$ cat src/rtl/msg_uart_pkg.sv
// Shared types and constants for the status-message UART transmitter.
// MSG_UART_TX_NEWLINE_EN appends a line feed to every message.
package msg_uart_pkg;

  typedef enum logic [1:0] {
    StIdle,
    StLoad,
    StSend,
    StFinish
  } msg_state_e;

  localparam logic [7:0] ASCII_F    = 8'h46;
  localparam logic [7:0] ASCII_I    = 8'h49;
  localparam logic [7:0] ASCII_M    = 8'h4D;
  localparam logic [7:0] ASCII_E    = 8'h45;
  localparam logic [7:0] ASCII_N    = 8'h4E;
  localparam logic [7:0] ASCII_D    = 8'h44;
  localparam logic [7:0] ASCII_DASH = 8'h2D;
  localparam logic [7:0] ASCII_HASH = 8'h23;
  localparam logic [7:0] ASCII_LF   = 8'h0A;
  localparam logic [7:0] ASCII_ZERO = 8'h30;

  localparam logic [4:0] CODE_END = 5'd31;

`ifdef MSG_UART_TX_NEWLINE_EN
  localparam int unsigned FIM_LEN = 9;
  localparam int unsigned END_LEN = 6;
`else
  localparam int unsigned FIM_LEN = 8;
  localparam int unsigned END_LEN = 5;
`endif

  localparam logic [3:0] FIM_LAST = 4'(FIM_LEN - 1);
  localparam logic [3:0] END_LAST = 4'(END_LEN - 1);

  // Character at position idx of the message for code; positions past the body yield LF.
  function automatic logic [7:0] msg_char(input logic [4:0] code, input logic [3:0] idx);
    logic [7:0] tens;
    logic [4:0] units;
    logic [7:0] ch;
    if (code >= 5'd30) begin
      tens  = 8'd3;
      units = code - 5'd30;
    end else if (code >= 5'd20) begin
      tens  = 8'd2;
      units = code - 5'd20;
    end else if (code >= 5'd10) begin
      tens  = 8'd1;
      units = code - 5'd10;
    end else begin
      tens  = 8'd0;
      units = code;
    end
    if (code == CODE_END) begin
      case (idx)
        4'd0:    ch = ASCII_E;
        4'd1:    ch = ASCII_N;
        4'd2:    ch = ASCII_D;
        4'd3:    ch = ASCII_DASH;
        4'd4:    ch = ASCII_HASH;
        default: ch = ASCII_LF;
      endcase
    end else begin
      case (idx)
        4'd0:    ch = ASCII_F;
        4'd1:    ch = ASCII_I;
        4'd2:    ch = ASCII_M;
        4'd3:    ch = ASCII_DASH;
        4'd4:    ch = ASCII_ZERO + tens;
        4'd5:    ch = ASCII_ZERO + {3'd0, units};
        4'd6:    ch = ASCII_DASH;
        4'd7:    ch = ASCII_HASH;
        default: ch = ASCII_LF;
      endcase
    end
    return ch;
  endfunction

endpackage

$ cat src/rtl/msg_uart_tx_if.sv
// Code strobe and UART status bundle between the code selector (master)
// and the message transmitter (slave).
interface msg_uart_tx_if;
  logic [4:0] code;
  logic       code_valid;
  logic       tx;
  logic       busy;
  logic       msg_done;
  logic       drop;

  modport master (
    output code, code_valid,
    input  tx, busy, msg_done, drop
  );

  modport slave (
    input  code, code_valid,
    output tx, busy, msg_done, drop
  );
endinterface

$ cat src/rtl/uart_byte_tx.sv
// 8N1 byte serialiser: start bit, 8 data bits LSB first, stop bit.
// o_byte_done is high in the last cycle of the stop bit so the next byte can follow at once.
module uart_byte_tx #(
  parameter int unsigned CLKS_PER_BIT = 434
) (
  input  logic       clk_50M,
  input  logic       reset,
  input  logic [7:0] i_byte_in,
  input  logic       i_byte_valid,
  output logic       o_byte_done,
  output logic       o_tx
);

  localparam int unsigned CNT_W = $clog2(CLKS_PER_BIT);

  logic [CNT_W-1:0] r_cnt;
  logic [3:0]       r_bit;
  logic [9:0]       r_frame;
  logic             r_active;
  logic             r_tx;
  logic             w_bit_end;

  assign w_bit_end   = (r_cnt == CNT_W'(CLKS_PER_BIT - 1));
  assign o_byte_done = r_active && w_bit_end && (r_bit == 4'd9);
  assign o_tx        = r_tx;

  always_ff @(posedge clk_50M or posedge reset) begin
    if (reset) begin
      r_cnt    <= '0;
      r_bit    <= '0;
      r_frame  <= '1;
      r_active <= 1'b0;
      r_tx     <= 1'b1;
    end else if (!r_active) begin
      if (i_byte_valid) begin
        r_frame  <= {1'b1, i_byte_in, 1'b0};
        r_tx     <= 1'b0;
        r_cnt    <= '0;
        r_bit    <= '0;
        r_active <= 1'b1;
      end
    end else if (w_bit_end) begin
      r_cnt <= '0;
      if (r_bit == 4'd9) begin
        r_active <= 1'b0;
      end else begin
        // Frame shifts right; bit 1 is the next bit to drive.
        r_frame <= {1'b1, r_frame[9:1]};
        r_tx    <= r_frame[1];
        r_bit   <= r_bit + 4'd1;
      end
    end else begin
      r_cnt <= r_cnt + 1'b1;
    end
  end

endmodule

$ cat src/rtl/msg_uart_tx.sv
// Turns fault/end-of-run codes into ASCII UART messages with a one-deep pending slot.
// MSG_UART_TX_NEWLINE_EN (see msg_uart_pkg) appends a line feed to each message.
module msg_uart_tx
  import msg_uart_pkg::*;
#(
  parameter int unsigned CLKS_PER_BIT = 434
) (
  input  logic          clk_50M,
  input  logic          reset,
  msg_uart_tx_if.slave  bus
);

  msg_state_e r_state;
  logic [3:0] r_idx;
  logic [4:0] r_code;
  logic       r_pend_valid;
  logic [4:0] r_pend_code;
  logic       r_busy;
  logic       r_msg_done;
  logic       r_drop;

  logic       w_strobe;
  logic       w_pend_valid_n;
  logic [4:0] w_pend_code_n;
  logic       w_drop_set;
  logic       w_last;
  logic [7:0] w_byte;
  logic       w_byte_valid;
  logic       w_byte_done;
  logic       w_tx;

  assign w_strobe     = bus.code_valid && (bus.code != 5'd0);
  assign w_byte       = msg_char(r_code, r_idx);
  assign w_byte_valid = (r_state == StLoad);
  assign w_last       = (r_code == CODE_END) ? (r_idx == END_LAST) : (r_idx == FIM_LAST);

  // End-of-run always wins the pending slot; a newer fault replaces an older fault.
  always_comb begin
    w_pend_valid_n = r_pend_valid;
    w_pend_code_n  = r_pend_code;
    w_drop_set     = 1'b0;
    if (w_strobe && (r_state != StIdle)) begin
      if (!r_pend_valid) begin
        w_pend_valid_n = 1'b1;
        w_pend_code_n  = bus.code;
      end else begin
        w_drop_set = 1'b1;
        if ((bus.code == CODE_END) || (r_pend_code != CODE_END)) begin
          w_pend_code_n = bus.code;
        end
      end
    end
  end

  always_ff @(posedge clk_50M or posedge reset) begin
    if (reset) begin
      r_state      <= StIdle;
      r_idx        <= '0;
      r_code       <= '0;
      r_pend_valid <= 1'b0;
      r_pend_code  <= '0;
      r_busy       <= 1'b0;
      r_msg_done   <= 1'b0;
      r_drop       <= 1'b0;
    end else begin
      r_msg_done   <= 1'b0;
      r_drop       <= r_drop | w_drop_set;
      r_pend_valid <= w_pend_valid_n;
      r_pend_code  <= w_pend_code_n;
      unique case (r_state)
        StIdle: begin
          if (w_strobe) begin
            r_code  <= bus.code;
            r_idx   <= '0;
            r_busy  <= 1'b1;
            r_state <= StLoad;
          end
        end
        StLoad: r_state <= StSend;
        StSend: begin
          if (w_byte_done) begin
            if (w_last) begin
              r_state    <= StFinish;
              r_msg_done <= 1'b1;
              r_busy     <= w_pend_valid_n;
            end else begin
              r_idx   <= r_idx + 4'd1;
              r_state <= StLoad;
            end
          end
        end
        StFinish: begin
          if (w_pend_valid_n) begin
            r_code       <= w_pend_code_n;
            r_pend_valid <= 1'b0;
            r_idx        <= '0;
            r_busy       <= 1'b1;
            r_state      <= StLoad;
          end else begin
            r_state <= StIdle;
          end
        end
        default: r_state <= StIdle;
      endcase
    end
  end

  uart_byte_tx #(
    .CLKS_PER_BIT(CLKS_PER_BIT)
  ) u_byte_tx (
    .clk_50M     (clk_50M),
    .reset       (reset),
    .i_byte_in   (w_byte),
    .i_byte_valid(w_byte_valid),
    .o_byte_done (w_byte_done),
    .o_tx        (w_tx)
  );

  assign bus.tx       = w_tx;
  assign bus.busy     = r_busy;
  assign bus.msg_done = r_msg_done;
  assign bus.drop     = r_drop;

endmodule

$ cat src/flat_wrapper.sv
// flat-port wrapper written by rule: the top's interface ports become plain ports
module msg_uart_tx_flat import msg_uart_pkg::*;
#(
  parameter int unsigned CLKS_PER_BIT = 434
)
  (clk_50M, reset, bus_code, bus_code_valid, bus_tx, bus_busy, bus_msg_done, bus_drop);
  msg_uart_tx_if bus_i ();
  input  logic clk_50M;
  input  logic reset;
  input wire logic [$bits(bus_i.code)-1:0] bus_code;
  input wire logic [$bits(bus_i.code_valid)-1:0] bus_code_valid;
  output wire logic [$bits(bus_i.tx)-1:0] bus_tx;
  output wire logic [$bits(bus_i.busy)-1:0] bus_busy;
  output wire logic [$bits(bus_i.msg_done)-1:0] bus_msg_done;
  output wire logic [$bits(bus_i.drop)-1:0] bus_drop;
  assign bus_i.code = bus_code;
  assign bus_i.code_valid = bus_code_valid;
  assign bus_tx = bus_i.tx;
  assign bus_busy = bus_i.busy;
  assign bus_msg_done = bus_i.msg_done;
  assign bus_drop = bus_i.drop;
  msg_uart_tx #(.CLKS_PER_BIT(CLKS_PER_BIT)) u_core (.clk_50M(clk_50M), .reset(reset), .bus(bus_i));
endmodule
$ cat config.mk
export PLATFORM = sky130hd
export DESIGN_NAME = msg_uart_tx_flat
export DESIGN_NICKNAME = d
export VERILOG_FILES = /design/src/rtl/msg_uart_pkg.sv /design/src/rtl/msg_uart_tx_if.sv /design/src/rtl/uart_byte_tx.sv /design/src/rtl/msg_uart_tx.sv /design/src/flat_wrapper.sv
export SDC_FILE = /design/constraint.sdc
export NUM_CORES = 1
export LEC_CHECK = 0
export ABC_CLOCK_PERIOD_IN_PS = 3200
export CAP_MARGIN = 20
export CORE_MARGIN = 10
export CORE_UTILIZATION = 61
export DETAILED_ROUTE_END_ITERATION = 6
export MAX_ROUTING_LAYER = met4
export PLACE_DENSITY = 0.8
export SLEW_MARGIN = 20
export SYNTH_ARGS = -nofsm -noshare
export SYNTH_HDL_FRONTEND = slang
export SYNTH_SLANG_ARGS = --single-unit
$ cat constraint.sdc
create_clock -name clk_50M -period 3.2 [get_ports clk_50M]
set_clock_uncertainty 0.15 [all_clocks]
set_input_delay 0.64 -clock clk_50M [delete_from_list [all_inputs] [get_ports clk_50M]]
set_output_delay 0.64 -clock clk_50M [all_outputs]
set_load 0.02 [all_outputs]
==> impl_metrics.ini, run 1 <==
[run_status]
outcome = complete, no violations

[timing]
layout_min_cycle_time_ps = 2590
worst_slack_ps = 614
drv_slew = 0
rsz0062_at_grt = false
clock.fmax_mhz = 387
setup_tns_ps = 0
finalHoldViolCount = 0
min_period_over_period_pct = 80.8
setup_viol = 0
tightest_slew_ps = 825
max_slew_margin_pct = 45.0

[hold_path]
hold_depth = 1
hold_path.class = reg -> reg
whs_endpoint = u_core.bus.drop
worstHoldStart = u_core.bus.drop

[power]
ir_drop_mv = 0.265
power_density_nw_per_um2 = 342
p_leak_uw = 0.00122

[yosys]
synth_top_area_cell = dfrtp_1
netlist_area_um2 = 2760
synth_seq_cells = 43
synth_fp_nets = 329
ys_seq_area_share_pct = 39.4
async_flop_share_pct = 100
yosys-top-cells-area = dfrtp_1, dfstp_2, ha_1, o21ai_0, nor2_1
ys_types = 58
synth_top_area_share_pct = 30.9
netlist_instances = 306
ys.warnings.count = 0
avgSynthCellArea_um2 = 9.01
ys.flop_type = dfrtp_1
synth_edf_count = 0

[global_routing]
grt.overflow.total = 0
grt_pass1_wl_um = 9850
grt_max_degree = 44
grt_antenna_before_repair = 0
grt_pass1_vias = 2217
gr-usage-all-layers_pct = 16.1

[layout]
nets = 337
antennaDiodeCount = 0
multi_input_area_um2 = 1530
area_growth_pct = 7.71
regArea_um2 = 1090
nFillCells = 340
drive_above_1_share_pct = 11.4

[critical_path]
worstPathMaxFanout = 6
end_kind = flop
critical_path_arrival_ps = 2580
reg2reg_slack_ps = 730
crit_required_ps = 3190
crit_type = in -> reg
crit_path_top_delay_cell = clkdlybuf4s50_1
reg2reg_from = u_core.r_code[1]
crit_path_cell_trace = clkdlybuf4s50_1, or3_1, o311a_1, o31a_2, nor2_4, mux2i_1, a21oi_1
cpPeakStageDelay_ps = 450
r2r-end = u_core.u_byte_tx.r_frame[6]
reg2reg_depth = 8
worst-path-buf-inv = 1
start_kind = input port
path_delay_family = compound AO/OA/AOI/OAI gates

[floorplanning]
row_count = 24
die_area_um2 = 7610
die_x_um = 87.2
initial_core_util_pct = 63.3
pin_count = 12
dieHeight_um = 87.2
core_um2 = 4350

[placement]
gp_congestion = 0.897
dp_hpwl_um = 4070
dpl_worst_slack_ps = 306
io_buffers = 11

[clock_tree]
cts.sinks = 43
htree_levels = 2
cts_hold_buf = 0
path_clk_slew_ps = 70
post-cts-setup-buffer-count = 0
cts_resized = 0
cts_buffers = 5
cts_root_buf = clkbuf_8
clkLatencyLatePin_ps = 300
cts_tree = built
clock_path_buffers = 2

[detailed_routing]
drc_errors = 0
postRouteAntennaNets = 0
vias = 2266
wl_per_cell_um = 15.4
wl_um = 5650
drt-pass1-iter-count = 4
drt_iter0_drc = 195
post_drt_via_cell_ratio = 6.17

[job]
maxCapViolCount = 0
## placed cells by master (no fill, tap or decap), types with 5 or more instances in the layout
master	netlist	layout
mux2i_1	7	7
dfrtp_1	34	34
dfstp_2	9	9
nand3_1	13	13
a31oi_1	7	7
inv_1	18	18
clkdlybuf4s50_1	0	11
o21ai_0	26	26
nor2_1	29	29
nor4_1	5	5
nand2_1	21	21
ha_1	15	15
clkbuf_8	0	5
or3_1	7	7
nand3b_1	5	5
a21oi_1	21	21
## flip-flops by register name, summed over array words and instances, names as in the netlist
register	cells
u_core.u_byte_tx.r_cnt	9
u_core.u_byte_tx.r_frame	8
u_core.r_code	5
u_core.r_pend_code	5
u_core.r_idx	4
u_core.u_byte_tx.r_bit	4
u_core.r_state	2
u_core.bus.busy	1
u_core.bus.drop	1
u_core.bus.msg_done	1
u_core.r_pend_valid	1
u_core.u_byte_tx.o_tx	1
u_core.u_byte_tx.r_active	1
## per-layer routing
metal	global-route usage (%)	vias to the layer above	routed length (um)
li1	-	1133	-
met1	20.3	1091	2730
met2	25.0	31	2660
met3	3.00	11	145
met4	6.23	0	115
met5	-	-	0
## cells in the mapped netlist, types with 5 or more instances
library cell	instances
buf_2	5
a31oi_1	7
inv_1	18
mux2i_1	7
dfstp_2	9
nand2_1	21
nand3_1	13
a21oi_1	21
o21ai_0	26
clkbuf_1	6
nor2_1	29
ha_1	15
nor4_1	5
or3_1	7
nand3b_1	5
dfrtp_1	34
## report_power, final
group | switching (uW) | internal [uW]
Clock | 183 | 153
Sequential | 21.4 | 565
Combinational | 49.8 | 45.3
Total | 254 | 763
## cell type report
class                      instances  area share (%)
tap                               52            2.19
sequential                        43            36.6
clock inverter                     2           0.421
timing repair buffer              14            4.47
multi-input combinational        232            51.6
clock buffer                       6            2.44
inverter                          18            2.27
## per-stage QoR
step	utilization [%]	power (uW)	instance area [um^2]	hold slack, ps	std cells
2_1_floorplan	-	662	2760	287	306
4_1_cts	68.2	1020	2970	314	367
3_3_place_gp	66.3	690	2890	298	359
6_report	68.2	1020	2970	312	367
3_5_place_dp	66.3	692	2890	297	359
5_1_grt	68.2	1060	2970	340	367
## worst max-delay path by stage
stage | endpoint | start | slack, ps | cells after the start
floorplan | u_core.u_byte_tx.r_frame[4] | u_core.r_code[2] | 930 | 8
global placement | u_core.r_code[1] | bus_code[0] | 350 | 7
detailed placement | u_core.r_code[1] | bus_code[0] | 310 | 7
CTS | u_core.r_code[1] | bus_code[0] | 610 | 7
global route | u_core.u_byte_tx.r_frame[5] | u_core.r_code[2] | 450 | 8
finish | u_core.r_code[1] | bus_code[0] | 610 | 7
## kinds of logic (layout without fill, tap and decap cells)
kind of cell | count (synthesis) | in the layout | synth area share [%]
simple gates | 108 | 108 | 20.9
mux | 11 | 11 | 4.17
buf+inv | 31 | 40 | 4.99
fa+ha+maj | 15 | 15 | 6.81
compound gates | 91 | 91 | 21.5
xor+xnor | 7 | 7 | 2.22
flops | 43 | 43 | 39.4
## worst reg2reg max path: stages, from the launching register on
cell      delay, ps
dfrtp_1         490
inv_1           160
ha_1            220
nor2b_1         150
o31a_1          260
o311ai_0        500
a21bo_2         240
nand3_1          80
a22o_1          190
No activity file was read; power rests on OpenSTA's default activity.
==> inputs of run 2 (changes only) <==
- ABC_CLOCK_PERIOD_IN_PS: 3200 -> 2700
- clock period: 3.2 -> 2.7 ns (I/O delays scaled with it)
==> run 2 against run 1 <==
Die area unchanged. Sequential power is 18% higher. Worst setup slack lost 350 ps. Combinational power grew 32%. Routed wire length is 0.62% lower. Global-route usage increased by 0.37 points. Largest power group unchanged.
==> impl_metrics.ini, run 2 (same netlist as run 1, synthesis figures left out) <==
[layout]
regArea_um2 = 1090
antennaDiodeCount = 0
area_growth_pct = 10.7
nets = 345
final_cells = 375
nFillCells = 336
largest_register_ffs = 9
top_regs = u_core.u_byte_tx.r_cnt (9), u_core.u_byte_tx.r_frame (8)
drive_above_1_share_pct = 13.6
multi_input_area_um2 = 1540
regMostFlops = u_core.u_byte_tx.r_cnt
mostFrequentLayoutCells = dfrtp_1, nor2_1, o21ai_0, nand2_1, a21oi_1
layout_commonest_cell = dfrtp_1

[floorplanning]
core_um2 = 4350
die_area_um2 = 7610
row_count = 24
pin_count = 12
dieHeight_um = 87.2
initial_core_util_pct = 63.3
die_x_um = 87.2

[global_routing]
grt.overflow.total = 0
grt_pass1_wl_um = 10200
grt_antenna_before_repair = 0
gr-usage-all-layers_pct = 16.5
use_met3_pct = 3.09
grt.met1_usage_pct = 21.2
grt_pass1_vias = 2314
grt_max_degree = 44
grt_util_met2_pct = 26.1
top_usage_layer = met2

[timing]
finalHoldViolCount = 0
max_slew_margin_pct = 48.6
setup_viol = 0
tightest_slew_ps = 772
drv_slew = 0
min_period_over_period_pct = 90.2
worst_slack_ps = 266
rsz0062_at_grt = false
clock.fmax_mhz = 411
setup_tns_ps = 0
layout_min_cycle_time_ps = 2430

[critical_path]
crit_path_top_delay_cell = o311ai_0
crit_path_cell_trace = inv_1, ha_1, nor2b_1, a311oi_2, o311ai_0, a21bo_2, nand3_1, a22o_1
crit_required_ps = 2780
critical_path_arrival_ps = 2510
worstPathMaxFanout = 9
cpPeakStageDelay_ps = 560
reg2reg_slack_ps = 270
crit_type = reg -> reg
start_kind = flop
end_kind = flop

[clock_tree]
clkLatencyLatePin_ps = 290
path_clk_slew_ps = 80
htree_levels = 2
cts_buffers = 5
clock_path_buffers = 2
cts.sinks = 43
cts_tree = built
cts_root_buf = clkbuf_8

[detailed_routing]
drc_errors = 0
drt_iter0_drc = 157
vias = 2319
wl_um = 5620
drt-pass1-iter-count = 4
wl_per_cell_um = 15.0
post_drt_via_cell_ratio = 6.18
postRouteAntennaNets = 0

[placement]
gp_congestion = 0.885
io_buffers = 11
dp.cells = 367
dpl_worst_slack_ps = 40.2
dp_hpwl_um = 4150

[power]
ir_drop_mv = 0.316
p_leak_uw = 0.00127
power_density_nw_per_um2 = 413

[job]
maxCapViolCount = 0

[run_status]
outcome = complete, no violations

[hold_path]
hold_path.class = reg -> reg
## run 2: cell count changes in the layout (fill, tap and decap cells not counted), sizes merged
cell,before,now
buf,3,11
clkbuf,6,8
clkinv,1,0
clkinvlp,1,0
## run 2: layer usage
| layer | wire [um] | share of wire, % |
|---|---|---|
| met4 | 48 | 0.85 |
| met3 | 171 | 3.0 |
| met2 | 2670 | 47 |
| met1 | 2730 | 49 |
| met5 | 0 | 0 |
## run 2: critical path: cells and delay by family, from the launching register on
| family | cells | cell delay, ps |
|---|---|---|
| AO/OA/AOI/OAI | 4 | 1070 |
| flip-flops | 1 | 510 |
| adder cells (fa/ha/maj) | 1 | 240 |
| AND/OR/NAND/NOR | 2 | 220 |
| buffers and inverters | 1 | 180 |
## run 2: repair_timing
item / 4_1_cts / 5_1_grt
hold buffers: 0 / 0
gates resized for setup: 0 / 1
endpoints found under the setup margin: 0 / 2
buffers inserted: 0 / 0
## run 2: area by class of cell
type,instances,area share [%]
inverters,18,2.21
multi-input cells,232,50.4
well taps,52,2.13
repair buffers,22,6.31
clock buffers,8,3.32
flip-flops and latches,43,35.6
## run 2: power breakdown
part	total, uW	internal [uW]	switching, uW	leakage (uW)
registers	691	670	21.5	0.000518
clock network	442	239	203	0.0000506
logic	126	59.4	66.4	0.000700
total	1260	969	291	0.00127
## run 2: path summary, 6_finish.rpt
path / depth (start not counted) / start / to
worst max-delay path: 8 / u_core.r_code[2] / u_core.u_byte_tx.r_frame[6]
worst min-delay path: 1 / u_core.bus.drop / u_core.bus.drop
worst max register to register: 8 / u_core.r_code[2] / u_core.u_byte_tx.r_frame[6]
worst min register to register: 1 / u_core.bus.drop / u_core.bus.drop
max in group asynchronous: 3 / reset / u_core.u_byte_tx.r_frame[4]
min in group asynchronous: 3 / reset / u_core.u_byte_tx.r_cnt[5]
## run 2: through the flow
step	power [uW]	utilization, %	hold slack [ps]	instance area [um^2]
detailed placement	827	67.6	296	2950
global placement	823	67.6	294	2950
global route	1320	70.1	332	3050
finish	1260	70.1	310	3050
floorplan	785	-	287	2760
CTS	1270	70.0	317	3050
==> inputs of run 3 (changes only) <==
- ABC_CLOCK_PERIOD_IN_PS: 2700 -> default
- CORE_MARGIN: 10 -> 2
==> run 3 against run 2 <==
Routed wire length grew 1.7%. Worst setup slack gained 5.3 ps. Register-to-register slack barely moved. Die area fell by 33%. Non-clock buffer count up 1. Sequential power barely moved. Flip-flop and latch count stayed put. Cell count grew 0.27%. Global-route usage up 8.8 points. Critical endpoint is now u_core.u_byte_tx.r_frame[7]. Largest cell class unchanged. Highest routed layer unchanged.
==> impl_metrics.ini, run 3 (same netlist as run 1, synthesis figures left out) <==
[critical_path]
crit_required_ps = 2760
worst-path-buf-inv = 1
start_kind = flop
critical_path_arrival_ps = 2490
worstPathMaxFanout = 9
cpPeakStageDelay_ps = 480
crit_type = reg -> reg
end_kind = flop
worstSetupPathDepth = 7
crit_path_top_delay_cell = dfrtp_1
reg2reg_depth = 7
path_delay_family = compound AO/OA/AOI/OAI gates
crit_path_frequent_cell = a311oi_1
crit_path_cell_trace = inv_1, ha_1, nor2b_1, a311oi_1, o311ai_0, a311oi_1, o22ai_1

[layout]
largest_register_ffs = 9
layout_commonest_cell = dfrtp_1
regMostFlops = u_core.u_byte_tx.r_cnt
regArea_um2 = 1090
drive_above_1_share_pct = 13.6
mostFrequentLayoutCells = dfrtp_1, nor2_1, o21ai_0, nand2_1, a21oi_1
area_growth_pct = 10.1
nFillCells = 350
antennaDiodeCount = 0
top_regs = u_core.u_byte_tx.r_cnt (9), u_core.u_byte_tx.r_frame (8)
multi_input_area_um2 = 1530
nets = 346

[timing]
setup_tns_ps = 0
setup_viol = 0
hold_ws_ps = 309
clock.fmax_mhz = 412
min_period_over_period_pct = 90.0
drv_slew = 0
max_slew_margin_pct = 48.1
tightest_slew_ps = 778
rsz0062_at_grt = false
layout_min_cycle_time_ps = 2430
finalHoldViolCount = 0

[detailed_routing]
wl_um = 5710
wl_per_cell_um = 15.2
drt_iter0_drc = 185
drt-pass1-iter-count = 4
vias = 2331
post_drt_via_cell_ratio = 6.20
drc_errors = 0
postRouteAntennaNets = 0

[global_routing]
gr-usage-all-layers_pct = 25.3
grt_max_degree = 44
grt_antenna_before_repair = 0
grt.overflow.total = 0
grt_pass1_wl_um = 10100
grt_pass1_vias = 2184

[placement]
io_buffers = 11
dp_hpwl_um = 4260
gp_congestion = 0.879

[clock_tree]
post-cts-setup-buffer-count = 0
clock_path_buffers = 2
htree_levels = 2
cts.sinks = 43
cts_buffers = 5
cts_hold_buf = 0
cts_root_buf = clkbuf_8
clkLatencyLatePin_ps = 300
cts_resized = 0
path_clk_slew_ps = 80
cts_tree = built

[hold_path]
hold_path.class = reg -> reg
hold_depth = 1

[floorplanning]
dieHeight_um = 71.2
die_area_um2 = 5070
row_count = 24
die_x_um = 71.2
core_um2 = 4350
initial_core_util_pct = 63.3
pin_count = 12

[power]
p_leak_uw = 0.00126
ir_drop_mv = 0.282
power_density_nw_per_um2 = 397

[job]
maxCapViolCount = 0

[run_status]
outcome = complete, no violations
-- run 3: stage by stage --
step	total power, uW	instance area (um^2)	utilization [%]	setup WS (ps)	cells
2_1_floorplan	785	2760	-	428	306
3_3_place_gp	824	2950	67.8	92.6	368
3_5_place_dp	829	2950	67.8	55.1	368
4_1_cts	1220	3040	69.7	254	376
5_1_grt	1250	3040	69.7	14.3	376
6_report	1210	3040	69.7	271	376
-- run 3: final timing paths --
kind | from | to | slack, ps
min reg2reg | u_core.bus.drop | u_core.bus.drop | 310
max reg2reg | u_core.r_code[2] | u_core.u_byte_tx.r_frame[7] | 270
min in group asynchronous | reset | u_core.u_byte_tx.r_cnt[6] | 520
max | u_core.r_code[2] | u_core.u_byte_tx.r_frame[7] | 270
min | u_core.bus.drop | u_core.bus.drop | 310
max in group asynchronous | reset | u_core.u_byte_tx.r_frame[6] | 1510
-- run 3: where the power goes --
part	leakage (uW)	switching, uW	internal, uW	total (uW)
sequential	0.000518	22.9	670	693
clock	0.0000385	207	183	390
combinational	0.000703	64.1	58.8	123
-- run 3: cell type report --
class	instances	share of cell area, %
repair buffers	23	6.59
clock inverters	1	0.247
well taps	52	2.14
flip-flops and latches	43	35.8
inverters	18	2.22
clock buffers	7	2.51
multi-input cells	232	50.5
-- run 3: worst register-to-register path: stages (launching register included) --
cell	delay [ps]
dfrtp_1	480
inv_1	210
ha_1	220
nor2b_1	60
a311oi_1	440
o311ai_0	270
a311oi_1	400
o22ai_1	140
-- run 3: metal layers --
layer | GRT usage (%) | share of wire (%)
met5 | - | 0
met4 | 6.29 | 1.1
met3 | 3.80 | 3.3
met2 | 39.8 | 49
met1 | 34.8 | 47
